### src/rtl/ps2_pkg.sv
// Shared constants, frame FSM encoding and scan-code to ASCII map for the PS/2 keypad path.
package ps2_pkg;

  localparam logic [7:0] PS2_PREFIX_EXT = 8'hE0;
  localparam logic [7:0] PS2_PREFIX_BRK = 8'hF0;
  localparam logic [7:0] ASCII_INVALID  = 8'hFE;

  typedef enum logic [1:0] {StIdle, StData, StParity, StStop} rx_state_e;

  // Only keypad enter is meaningful among extended codes.
  function automatic logic [7:0] ps2_to_ascii(input logic ext, input logic [7:0] code);
    logic [7:0] a;
    a = ASCII_INVALID;
    if (ext) begin
      if (code == 8'h5A) a = 8'h0A;
    end else begin
      case (code)
        8'h16:   a = 8'h31;
        8'h1E:   a = 8'h32;
        8'h26:   a = 8'h33;
        8'h25:   a = 8'h34;
        8'h2E:   a = 8'h35;
        8'h36:   a = 8'h36;
        8'h3D:   a = 8'h37;
        8'h3E:   a = 8'h38;
        8'h46:   a = 8'h39;
        8'h45:   a = 8'h30;
        8'h5A:   a = 8'h0A;
        default: a = ASCII_INVALID;
      endcase
    end
    return a;
  endfunction

endpackage

### src/rtl/ps2_key_decoder_if.sv
// Key event valid/ready stream between the PS/2 decoder and the calculator core.
interface ps2_key_decoder_if;
  logic       key_valid;
  logic       key_ready;
  logic [7:0] key_code;
  logic       key_break;
  logic       key_ext;
  logic [7:0] key_ascii;

  modport master (
    output key_valid, key_code, key_break, key_ext, key_ascii,
    input  key_ready
  );

  modport slave (
    input  key_valid, key_code, key_break, key_ext, key_ascii,
    output key_ready
  );
endinterface

### src/rtl/ps2_frame_rx.sv
// PS/2 frame receiver: pad synchronisers, ps2_clk deglitch filter, 11-bit frame FSM, timeout.
module ps2_frame_rx import ps2_pkg::*; #(
  parameter int unsigned SYNC_STAGES = 2,
  parameter int unsigned FILTER_LEN  = 8,
  parameter int unsigned TIMEOUT_CYC = 100000
) (
  input  logic       clk,
  input  logic       rst,
  input  logic       ps2_clk,
  input  logic       ps2_data,
  output logic [7:0] rx_byte,
  output logic       byte_done,
  output logic       frame_err
);

  localparam int unsigned FW = $clog2(FILTER_LEN + 1);
  localparam int unsigned TW = $clog2(TIMEOUT_CYC + 1);
  localparam logic [FW-1:0] FltMax = FW'(FILTER_LEN - 1);
  localparam logic [TW-1:0] TmoMax = TW'(TIMEOUT_CYC);

  logic [SYNC_STAGES-1:0] clk_sync_q, data_sync_q;
  logic                   s_clk, s_data;
  logic                   filt_q;
  logic [FW-1:0]          flt_cnt_q;
  logic                   fall;

  rx_state_e              state_q;
  logic [2:0]             bit_cnt_q;
  logic [7:0]             shreg_q;
  logic                   par_q;
  logic [TW-1:0]          tmo_q;

  assign s_clk   = clk_sync_q[SYNC_STAGES-1];
  assign s_data  = data_sync_q[SYNC_STAGES-1];
  // Sampling edge is the cycle the filtered clock is about to drop.
  assign fall    = filt_q & ~s_clk & (flt_cnt_q == FltMax);
  assign rx_byte = shreg_q;

  always_ff @(posedge clk or posedge rst) begin
    if (rst) begin
      clk_sync_q  <= '0;
      data_sync_q <= '0;
      filt_q      <= 1'b0;
      flt_cnt_q   <= '0;
    end else begin
      clk_sync_q  <= {clk_sync_q[SYNC_STAGES-2:0], ps2_clk};
      data_sync_q <= {data_sync_q[SYNC_STAGES-2:0], ps2_data};
      if (s_clk != filt_q) begin
        if (flt_cnt_q == FltMax) begin
          filt_q    <= s_clk;
          flt_cnt_q <= '0;
        end else begin
          flt_cnt_q <= flt_cnt_q + 1'b1;
        end
      end else begin
        flt_cnt_q <= '0;
      end
    end
  end

  always_ff @(posedge clk or posedge rst) begin
    if (rst) begin
      state_q   <= StIdle;
      bit_cnt_q <= '0;
      shreg_q   <= '0;
      par_q     <= 1'b0;
      tmo_q     <= '0;
      byte_done <= 1'b0;
      frame_err <= 1'b0;
    end else begin
      byte_done <= 1'b0;
      frame_err <= 1'b0;
      if (fall) begin
        tmo_q <= '0;
        unique case (state_q)
          StIdle: begin
            if (!s_data) begin
              state_q   <= StData;
              bit_cnt_q <= '0;
            end
          end
          StData: begin
            shreg_q   <= {s_data, shreg_q[7:1]};
            bit_cnt_q <= bit_cnt_q + 1'b1;
            if (bit_cnt_q == 3'd7) state_q <= StParity;
          end
          StParity: begin
            par_q   <= s_data;
            state_q <= StStop;
          end
          StStop: begin
            // Odd parity across data and parity bit, plus a high stop bit.
            if (s_data && (^{shreg_q, par_q})) byte_done <= 1'b1;
            else                               frame_err <= 1'b1;
            state_q <= StIdle;
          end
        endcase
      end else if (state_q == StIdle) begin
        tmo_q <= '0;
      end else if (tmo_q == TmoMax) begin
        frame_err <= 1'b1;
        state_q   <= StIdle;
        tmo_q     <= '0;
      end else begin
        tmo_q <= tmo_q + 1'b1;
      end
    end
  end

endmodule

### src/rtl/ps2_key_decoder.sv
// PS/2 keyboard decoder: E0/F0 prefix handling, event FIFO and ASCII map on the FIFO head.
module ps2_key_decoder import ps2_pkg::*; #(
  parameter int unsigned SYNC_STAGES = 2,
  parameter int unsigned FILTER_LEN  = 8,
  parameter int unsigned TIMEOUT_CYC = 100000,
  parameter int unsigned FIFO_DEPTH  = 8
) (
  input  logic                clk,
  input  logic                rst,
  input  logic                ps2_clk,
  input  logic                ps2_data,
  ps2_key_decoder_if.master   key,
  output logic                frame_err,
  output logic                overflow
);

  localparam int unsigned AW = $clog2(FIFO_DEPTH);
  localparam logic [AW:0] FullCnt = (AW + 1)'(FIFO_DEPTH);

  logic [7:0]    rx_byte;
  logic          byte_done;

  logic          ext_q, brk_q;
  logic [9:0]    mem_q [FIFO_DEPTH];
  logic [AW-1:0] wr_ptr_q, rd_ptr_q;
  logic [AW:0]   count_q;
  logic          overflow_q;

  logic          push, pop, full, do_push;
  logic [9:0]    head;

  ps2_frame_rx #(
    .SYNC_STAGES (SYNC_STAGES),
    .FILTER_LEN  (FILTER_LEN),
    .TIMEOUT_CYC (TIMEOUT_CYC)
  ) u_rx (
    .clk       (clk),
    .rst       (rst),
    .ps2_clk   (ps2_clk),
    .ps2_data  (ps2_data),
    .rx_byte   (rx_byte),
    .byte_done (byte_done),
    .frame_err (frame_err)
  );

  always_comb begin
    push    = byte_done && (rx_byte != PS2_PREFIX_EXT) && (rx_byte != PS2_PREFIX_BRK);
    full    = (count_q == FullCnt);
    pop     = key.key_valid && key.key_ready;
    // A pop in the same cycle frees the slot a full FIFO needs.
    do_push = push && (!full || pop);
  end

  always_ff @(posedge clk or posedge rst) begin
    if (rst) begin
      ext_q      <= 1'b0;
      brk_q      <= 1'b0;
      wr_ptr_q   <= '0;
      rd_ptr_q   <= '0;
      count_q    <= '0;
      overflow_q <= 1'b0;
      for (int i = 0; i < int'(FIFO_DEPTH); i++) mem_q[i] <= '0;
    end else begin
      overflow_q <= push && !do_push;
      if (byte_done) begin
        if (rx_byte == PS2_PREFIX_EXT) begin
          ext_q <= 1'b1;
        end else if (rx_byte == PS2_PREFIX_BRK) begin
          brk_q <= 1'b1;
        end else begin
          ext_q <= 1'b0;
          brk_q <= 1'b0;
        end
      end else if (frame_err) begin
        ext_q <= 1'b0;
        brk_q <= 1'b0;
      end
      if (do_push) begin
        mem_q[wr_ptr_q] <= {ext_q, brk_q, rx_byte};
        wr_ptr_q        <= wr_ptr_q + 1'b1;
      end
      if (pop) rd_ptr_q <= rd_ptr_q + 1'b1;
      unique case ({do_push, pop})
        2'b10:   count_q <= count_q + 1'b1;
        2'b01:   count_q <= count_q - 1'b1;
        default: count_q <= count_q;
      endcase
    end
  end

  assign head          = mem_q[rd_ptr_q];
  assign key.key_valid = (count_q != '0);
  assign key.key_code  = key.key_valid ? head[7:0] : 8'h00;
  assign key.key_break = key.key_valid & head[8];
  assign key.key_ext   = key.key_valid & head[9];
  assign key.key_ascii = key.key_valid ? ps2_to_ascii(head[9], head[7:0]) : ASCII_INVALID;
  assign overflow      = overflow_q;

endmodule

### src/flat_wrapper.sv
// flat-port wrapper written by rule: the top's interface ports become plain ports
module ps2_key_decoder_flat import ps2_pkg::*;
#(
  parameter int unsigned SYNC_STAGES = 2,
  parameter int unsigned FILTER_LEN  = 8,
  parameter int unsigned TIMEOUT_CYC = 100000,
  parameter int unsigned FIFO_DEPTH  = 8
)
  (clk, rst, ps2_clk, ps2_data, frame_err, overflow, key_key_valid, key_key_code, key_key_break, key_key_ext, key_key_ascii, key_key_ready);
  ps2_key_decoder_if key_i ();
  input  logic clk;
  input  logic rst;
  input  logic ps2_clk;
  input  logic ps2_data;
  output logic frame_err;
  output logic overflow;
  output wire logic [$bits(key_i.key_valid)-1:0] key_key_valid;
  output wire logic [$bits(key_i.key_code)-1:0] key_key_code;
  output wire logic [$bits(key_i.key_break)-1:0] key_key_break;
  output wire logic [$bits(key_i.key_ext)-1:0] key_key_ext;
  output wire logic [$bits(key_i.key_ascii)-1:0] key_key_ascii;
  input wire logic [$bits(key_i.key_ready)-1:0] key_key_ready;
  assign key_key_valid = key_i.key_valid;
  assign key_key_code = key_i.key_code;
  assign key_key_break = key_i.key_break;
  assign key_key_ext = key_i.key_ext;
  assign key_key_ascii = key_i.key_ascii;
  assign key_i.key_ready = key_key_ready;
  ps2_key_decoder #(.SYNC_STAGES(SYNC_STAGES), .FILTER_LEN(FILTER_LEN), .TIMEOUT_CYC(TIMEOUT_CYC), .FIFO_DEPTH(FIFO_DEPTH)) u_core (.clk(clk), .rst(rst), .ps2_clk(ps2_clk), .ps2_data(ps2_data), .key(key_i), .frame_err(frame_err), .overflow(overflow));
endmodule
### config.mk
export PLATFORM = sky130hd
export DESIGN_NAME = ps2_key_decoder_flat
export DESIGN_NICKNAME = d
export VERILOG_FILES = /design/src/rtl/ps2_pkg.sv /design/src/rtl/ps2_key_decoder_if.sv /design/src/rtl/ps2_frame_rx.sv /design/src/rtl/ps2_key_decoder.sv /design/src/flat_wrapper.sv
export SDC_FILE = /design/constraint.sdc
export NUM_CORES = 1
export LEC_CHECK = 0
export BUFFER_PORTS_ARGS = -buffer_cell sky130_fd_sc_hd__buf_4
export CELL_PAD_IN_SITES_DETAIL_PLACEMENT = 0
export CELL_PAD_IN_SITES_GLOBAL_PLACEMENT = 1
export CORE_UTILIZATION = 24
export CTS_CLUSTER_DIAMETER = 40
export DETAILED_ROUTE_END_ITERATION = 6
export MAX_ROUTING_LAYER = met4
export PLACE_DENSITY_LB_ADDON = 0.3
export SLEW_MARGIN = 20
export SYNTH_ARGS = -nofsm -noshare
export SYNTH_HDL_FRONTEND = slang
export SYNTH_SLANG_ARGS = --single-unit
### constraint.sdc
create_clock -name clk -period 5.9 [get_ports clk]
set_input_delay 0.885 -clock clk [delete_from_list [all_inputs] [get_ports clk]]
set_output_delay 0.885 -clock clk [all_outputs]
set_load 0.02 [all_outputs]
; Yosys cells after proc, flatten, opt, wreduce, memory -nomap -nowiden
; Index checks and enable logic that the tools add are counted.
[totals]
reg_bits = 135
inputBits = 5
[classes]
addsub = 7
n_lt_le_gt_ge = 3
n_eq_ne = 30
muxes = 40
n_bitwise = 7
reduce_logical = 24
[ops]
columns = operator, count
row1 = $pmux W8 S11, 1
row2 = $bwmux W80, 1
row3 = $mux W17, 3
row4 = $eq A8 B6 Y1 const B, 6
row5 = $mux W8, 4
row6 = $bmux W10 S3, 1
row7 = $demux W10 S3, 1
row8 = $mux W10, 3
row9 = $eq A8 B7 Y1 const B, 3
row10 = $add A17 B1 Y17 const B, 1
row11 = $eq A17 B17 Y1 const B, 1
row12 = $eq A8 B5 Y1 const B, 2
row13 = $eq A8 B8 Y1 const B, 2
row14 = $ne A8 B8 Y1 const B, 2
row15 = $mux W1, 15
row16 = $mux W2, 5
row17 = $reduce_and A2 Y1, 5
row18 = $add A3 B1 Y3 const B, 3
row19 = $reduce_xor A9 Y1, 1
row20 = $add A4 B1 Y4 const B, 2
row21 = $ge A4 B4 Y1 const B, 2
row22 = $mux W4, 2
row23 = $not A3 Y4, 2
row24 = $pmux W2 S4, 1
row25 = 24 further kinds, 42

; Longest topological paths before layout
[depth]
depth_word = 8
mapped_depth = 13
ltp_nobuf = 11

; By module
; A second synthesis with hierarchy kept.
[unflattened]
hier_cells = 545
area_unflattened_um2 = 6816.5
[by_module_without_submodules]
columns = module, instances, cells_each, area_per_inst_um2, seq_area_each_um2
row1 = ps2_key_decoder, 1, 358, 4779.6, 2327.2
row2 = ps2_frame_rx, 1, 187, 2037.0, 1051.0

; Worst setup path before layout
; OpenSTA, ideal clock, no wires.
[synth_timing]
kind = register -> output
startpoint = register u_core.rd_ptr_q[0]
endpoint = output key_key_ascii[7]
arrival_time_ns = 2.848
slack_ns = 2.167
path_stages_with_launch = 9
n_path_buf = 2
path_cell_list = dfrtp_1 -> buf_6 -> mux4_2 -> mux2_4 -> xnor2_1 -> mux2i_1 -> o22ai_2 -> o31ai_1 -> buf_4
[synth_between]
elab_chain_len = 8
[synth_rtl]
columns = item, line_no
row1 = from (decl), ps2_key_decoder.sv:25  ; logic [AW-1:0] wr_ptr_q, rd_ptr_q;
row2 = from (signal assigned), ps2_key_decoder.sv:82  ; if (pop) rd_ptr_q <= rd_ptr_q + 1'b1;
row3 = $not A3 Y4 (implied by the code) (*), ps2_key_decoder.sv:91  ; assign head = mem_q[rd_ptr_q];
row4 = $bmux W10 S3 (*), ps2_key_decoder.sv:91
row5 = $mux W10 (implied by the code) (*) (2 in a row), ps2_key_decoder.sv:91
row6 = $eq A8 B7 Y1 (tied with other cells), "ps2_pkg.sv:15, ps2_pkg.sv:17"
row7 = $pmux W8 S11 or $mux W8 (tied branches), "ps2_pkg.sv:17, ps2_pkg.sv:15"
row8 = $mux W8 (*), ps2_pkg.sv:14  ; if (ext) begin
row9 = $mux W8 (*), ps2_key_decoder.sv:96  ; assign key.key_ascii = key.key_valid ? ps2_to_ascii(head[9], head[7:0]) : ASCII_INVALID;
row10 = to (decl), flat_wrapper.sv:21  ; output wire logic [$bits(key_i.key_ascii)-1:0] key_key_ascii;
; Mark *: on every way between the ends. The rest lies on a longest branch, timed or not. The select of a mux whose other input is x is not followed.

; Worst setup path in the final report
[layout_timing]
startpoint = register u_core.rd_ptr_q[0]
endpoint = output key_key_ascii[6]
; Same word-level chain as after synthesis.

==> impl_metrics.py <==
metrics = {
    "setup_path": {
        "r2r_slack_ps": 2390,
        "r2r_start": "u_core.u_rx.rx_byte[6]",
        "required_ps": 5020,
        "arrival_ps": 3420,
        "criticalPathCategory": "reg -> out",
        "cp_num_buf_inv": 1,
        "timing.rr.end": "u_core.count_q[2]",
        "cpMaxStageDelayCell": "dfrtp_1",
        "critPathMaxStageDelay_ps": 850,
        "worst_r2r_path_depth": 11,
        "critPathCaptureType": "output pin",
        "start_kind": "register",
        "cpLargestDelayFamily": "multiplexers",
        "worstPathCellList": "mux4_1 > mux2_4 > xnor2_1 > mux2i_1 > o22ai_2 > o31ai_1 > buf_4",
        "cp_max_fo": 13,
    },
    "yosys": {
        "synth-main-ff-cell": "dfrtp_1",
        "yosys.area_share.simple_pct": 9.99,
        "synth_area_leaders": "dfrtp_1 (50%), mux2_2 (16%), mux4_2 (4.4%), ha_1 (2.8%), mux4_1 (2.7%)",
        "postSynth.asyncResetShare_pct": 100,
        "ys_ff_latch": 135,
        "synth_top_area_cell": "dfrtp_1",
        "synth_area_sq_mm": 0.00673,
        "synth-compound-area-share_pct": 3.70,
        "muxShareOfSynthArea_pct": 26.0,
        "synth_cell_type_count": 56,
        "ys.warnings.count": 0,
        "syn_avg_cell_area_sq_um": 13.0,
        "syn-num-nets": 539,
        "synth_edf_count": 0,
        "seq_area_frac_synth_pct": 50.2,
        "yosys.area_share.adder_pct": 2.79,
        "synth_top_family_by_area": "multiplexers",
        "synth_top_area_share_pct": 50.2,
        "synth_xor_area_share_pct": 4.30,
        "syn_inst": 519,
    },
    "timing": {
        "final_max_slew_viol_count": 0,
        "final.setup.tns_ps": 0,
        "max_freq_mhz": 233,
        "fin_crit_sh_pct": 72.9,
        "period_needed_ps": 4300,
        "slew_headroom_pct": 34.0,
        "fin_worst_skew_ps": 8.07,
        "hold_viol": 0,
        "worst_slew_pin_slew_ps": 990,
        "setup_viol": 0,
        "rsz0062_at_grt": "false",
    },
    "placed_design": {
        "port_buffers": 25,
        "placed_cells": 895,
        "place_area_sq_mm": 0.00728,
        "dpl.hpwl_microns": 9640,
        "gp_congestion": 0.804,
    },
    "grt": {
        "grt_use_total_pct": 11.3,
        "grt_pass1_vias": 4328,
        "antenna_found_initial": 0,
        "grt-ovfl-total": 0,
        "grt_pass1_wl_microns": 23900,
        "grt_start_max_net_pins": 77,
    },
    "min_path": {
        "worstHoldPathType": "reg -> reg",
        "hold_path_end": "u_core.u_rx.data_sync_q[1]",
        "hp-start": "u_core.u_rx.data_sync_q[0]",
        "min_path_cells": 0,
    },
    "floorplanning": {
        "die_h_microns": 169,
        "row_count": 60,
        "io_pins": 26,
        "core_sq_mm": 0.0273,
        "start_util_pct": 24.7,
        "dieArea_sq_mm": 0.0287,
        "dieWidth_microns": 169,
    },
    "cells_and_area": {
        "multiInputGateArea_sq_mm": 0.00315,
        "nFillCells": 2766,
        "stdcell_area_sq_mm": 0.00793,
        "fin_nets": 563,
        "layout-drive-gt1-share_pct": 34.4,
        "seq_area_sq_mm": 0.00338,
        "syn_to_final_growth_pct": 17.9,
        "finish.utilization_pct": 29.1,
        "fin_cells": 928,
        "antennaDiodeCount": 0,
    },
    "clocking": {
        "holdBufCountCts": 0,
        "cts_sinks": 135,
        "root_buffer": "clkbuf_16",
        "post_cts_buffers": 0,
        "cts_tree": "yes",
        "cts_buffers": 17,
        "insertion_delay_ps": 420,
        "cts_max_path_buffers": 2,
        "cts_resized": 0,
        "cts_max_level": 4,
        "clk_pin_slew_worst_paths_ps": 60,
    },
    "status": {
        "status": "completed",
    },
    "flow_run": {
        "maxCapViolations": 0,
    },
    "power": {
        "max-vdd-ir-drop_uv": 143,
        "p_per_area_mw_per_mm2": 311,
        "p_leak_nw": 3.62,
    },
    "drt": {
        "drtIter0Drc": 178,
        "routed_wirelength_microns": 14700,
        "route.vias.total": 4094,
        "dr.pass1.iters": 4,
        "vias_per_cell": 4.41,
        "antenna_left": 0,
        "wl_per_cell_microns": 15.8,
        "post-route-drc-count": 0,
    },
}
==> worst max-delay path by stage <==
stage	from	endpoint	slack [ps]	cells after the start
6_report	u_core.rd_ptr_q[0]	key_key_ascii[6]	1600	7
3_3_place_gp	u_core.rd_ptr_q[0]	key_key_ascii[7]	2070	7
4_1_cts	u_core.rd_ptr_q[0]	key_key_ascii[6]	1520	7
5_1_grt	u_core.rd_ptr_q[0]	key_key_ascii[6]	1350	7
2_1_floorplan	rst	u_core.brk_q	1400	1
3_5_place_dp	u_core.rd_ptr_q[0]	key_key_ascii[6]	1970	7
==> kinds of logic after synthesis <==
kind of cell    count (synthesis)
compound gates                 35
xor+xnor                       33
fa+ha+maj                      15
buf+inv                        40
flops                         135
mux                           131
simple gates                  130
==> routing by layer <==
layer  track usage, %  vias up  part of all wire, %
li1                 -     1909                    -
met1             14.6     2112                   49
met2             17.5       59                   46
met3             2.75       14                  3.5
met4             3.72        0                  1.2
met5                -        -                    0
==> Yosys cell counts, types with 8 or more instances <==
master    count
o21ai_0      13
mux4_2       13
nor2_1       44
nand2_1      24
xor2_1       13
xnor2_1      20
nor3_1        8
inv_1        13
mux2i_1       9
ha_1         15
mux2_2       96
clkbuf_1     14
nand3_1      14
dfrtp_1     135
==> state kept, by name, summed over array words and instances (netlist names) <==
| name | cells |
|---|---|
| u_core.mem_q | 80 |
| u_core.u_rx.tmo_q | 17 |
| u_core.u_rx.rx_byte | 8 |
| u_core.count_q | 4 |
| u_core.u_rx.flt_cnt_q | 4 |
| u_core.rd_ptr_q | 3 |
| u_core.u_rx.bit_cnt_q | 3 |
| u_core.wr_ptr_q | 3 |
| u_core.u_rx.clk_sync_q | 2 |
| u_core.u_rx.data_sync_q | 2 |
| u_core.u_rx.state_q | 2 |
| u_core.brk_q | 1 |
| u_core.ext_q | 1 |
| u_core.overflow | 1 |
| u_core.u_rx.byte_done | 1 |
| u_core.u_rx.filt_q | 1 |
| u_core.u_rx.frame_err | 1 |
| u_core.u_rx.par_q | 1 |
==> stage by stage <==
step           hold WS, ps  total power (W)  worst slack [ps]
6_report               347          0.00247              1600
5_1_grt                357          0.00258              1350
4_1_cts                350          0.00250              1520
3_5_place_dp           337          0.00137              1970
3_3_place_gp           339          0.00135              2070
2_1_floorplan          331          0.00130              1400
==> report_power, final <==
group | internal (W) | leakage, nW | switching, W
Combinational | 0.000147 | 1.47 | 0.000136
Clock | 0.000725 | 0.297 | 0.000402
Sequential | 0.000961 | 1.85 | 0.0000960
==> placed cells by master, fill, tap and decap left out, drive strengths merged, types with 7 or more instances in the layout <==
master and n:
mux4 20, xnor2 20, mux2 99, mux2i 12, o21ai 15, nor2 45, buf 32, dfrtp 135
and3 7, clkbuf 19, ha 15, nand3 14, xor2 13, inv 13, nand2 24, nor3 9
==> area by class of cell <==
class,count,area share (%)
Clock buffer,19,5.71
Clock inverter,13,2.24
Inverter,13,0.647
Multi-Input combinational cell,344,39.7
Sequential cell,135,42.6
Tap cell,372,5.87
Timing Repair Buffer,32,3.19
No activity file was read; power rests on OpenSTA's default activity.
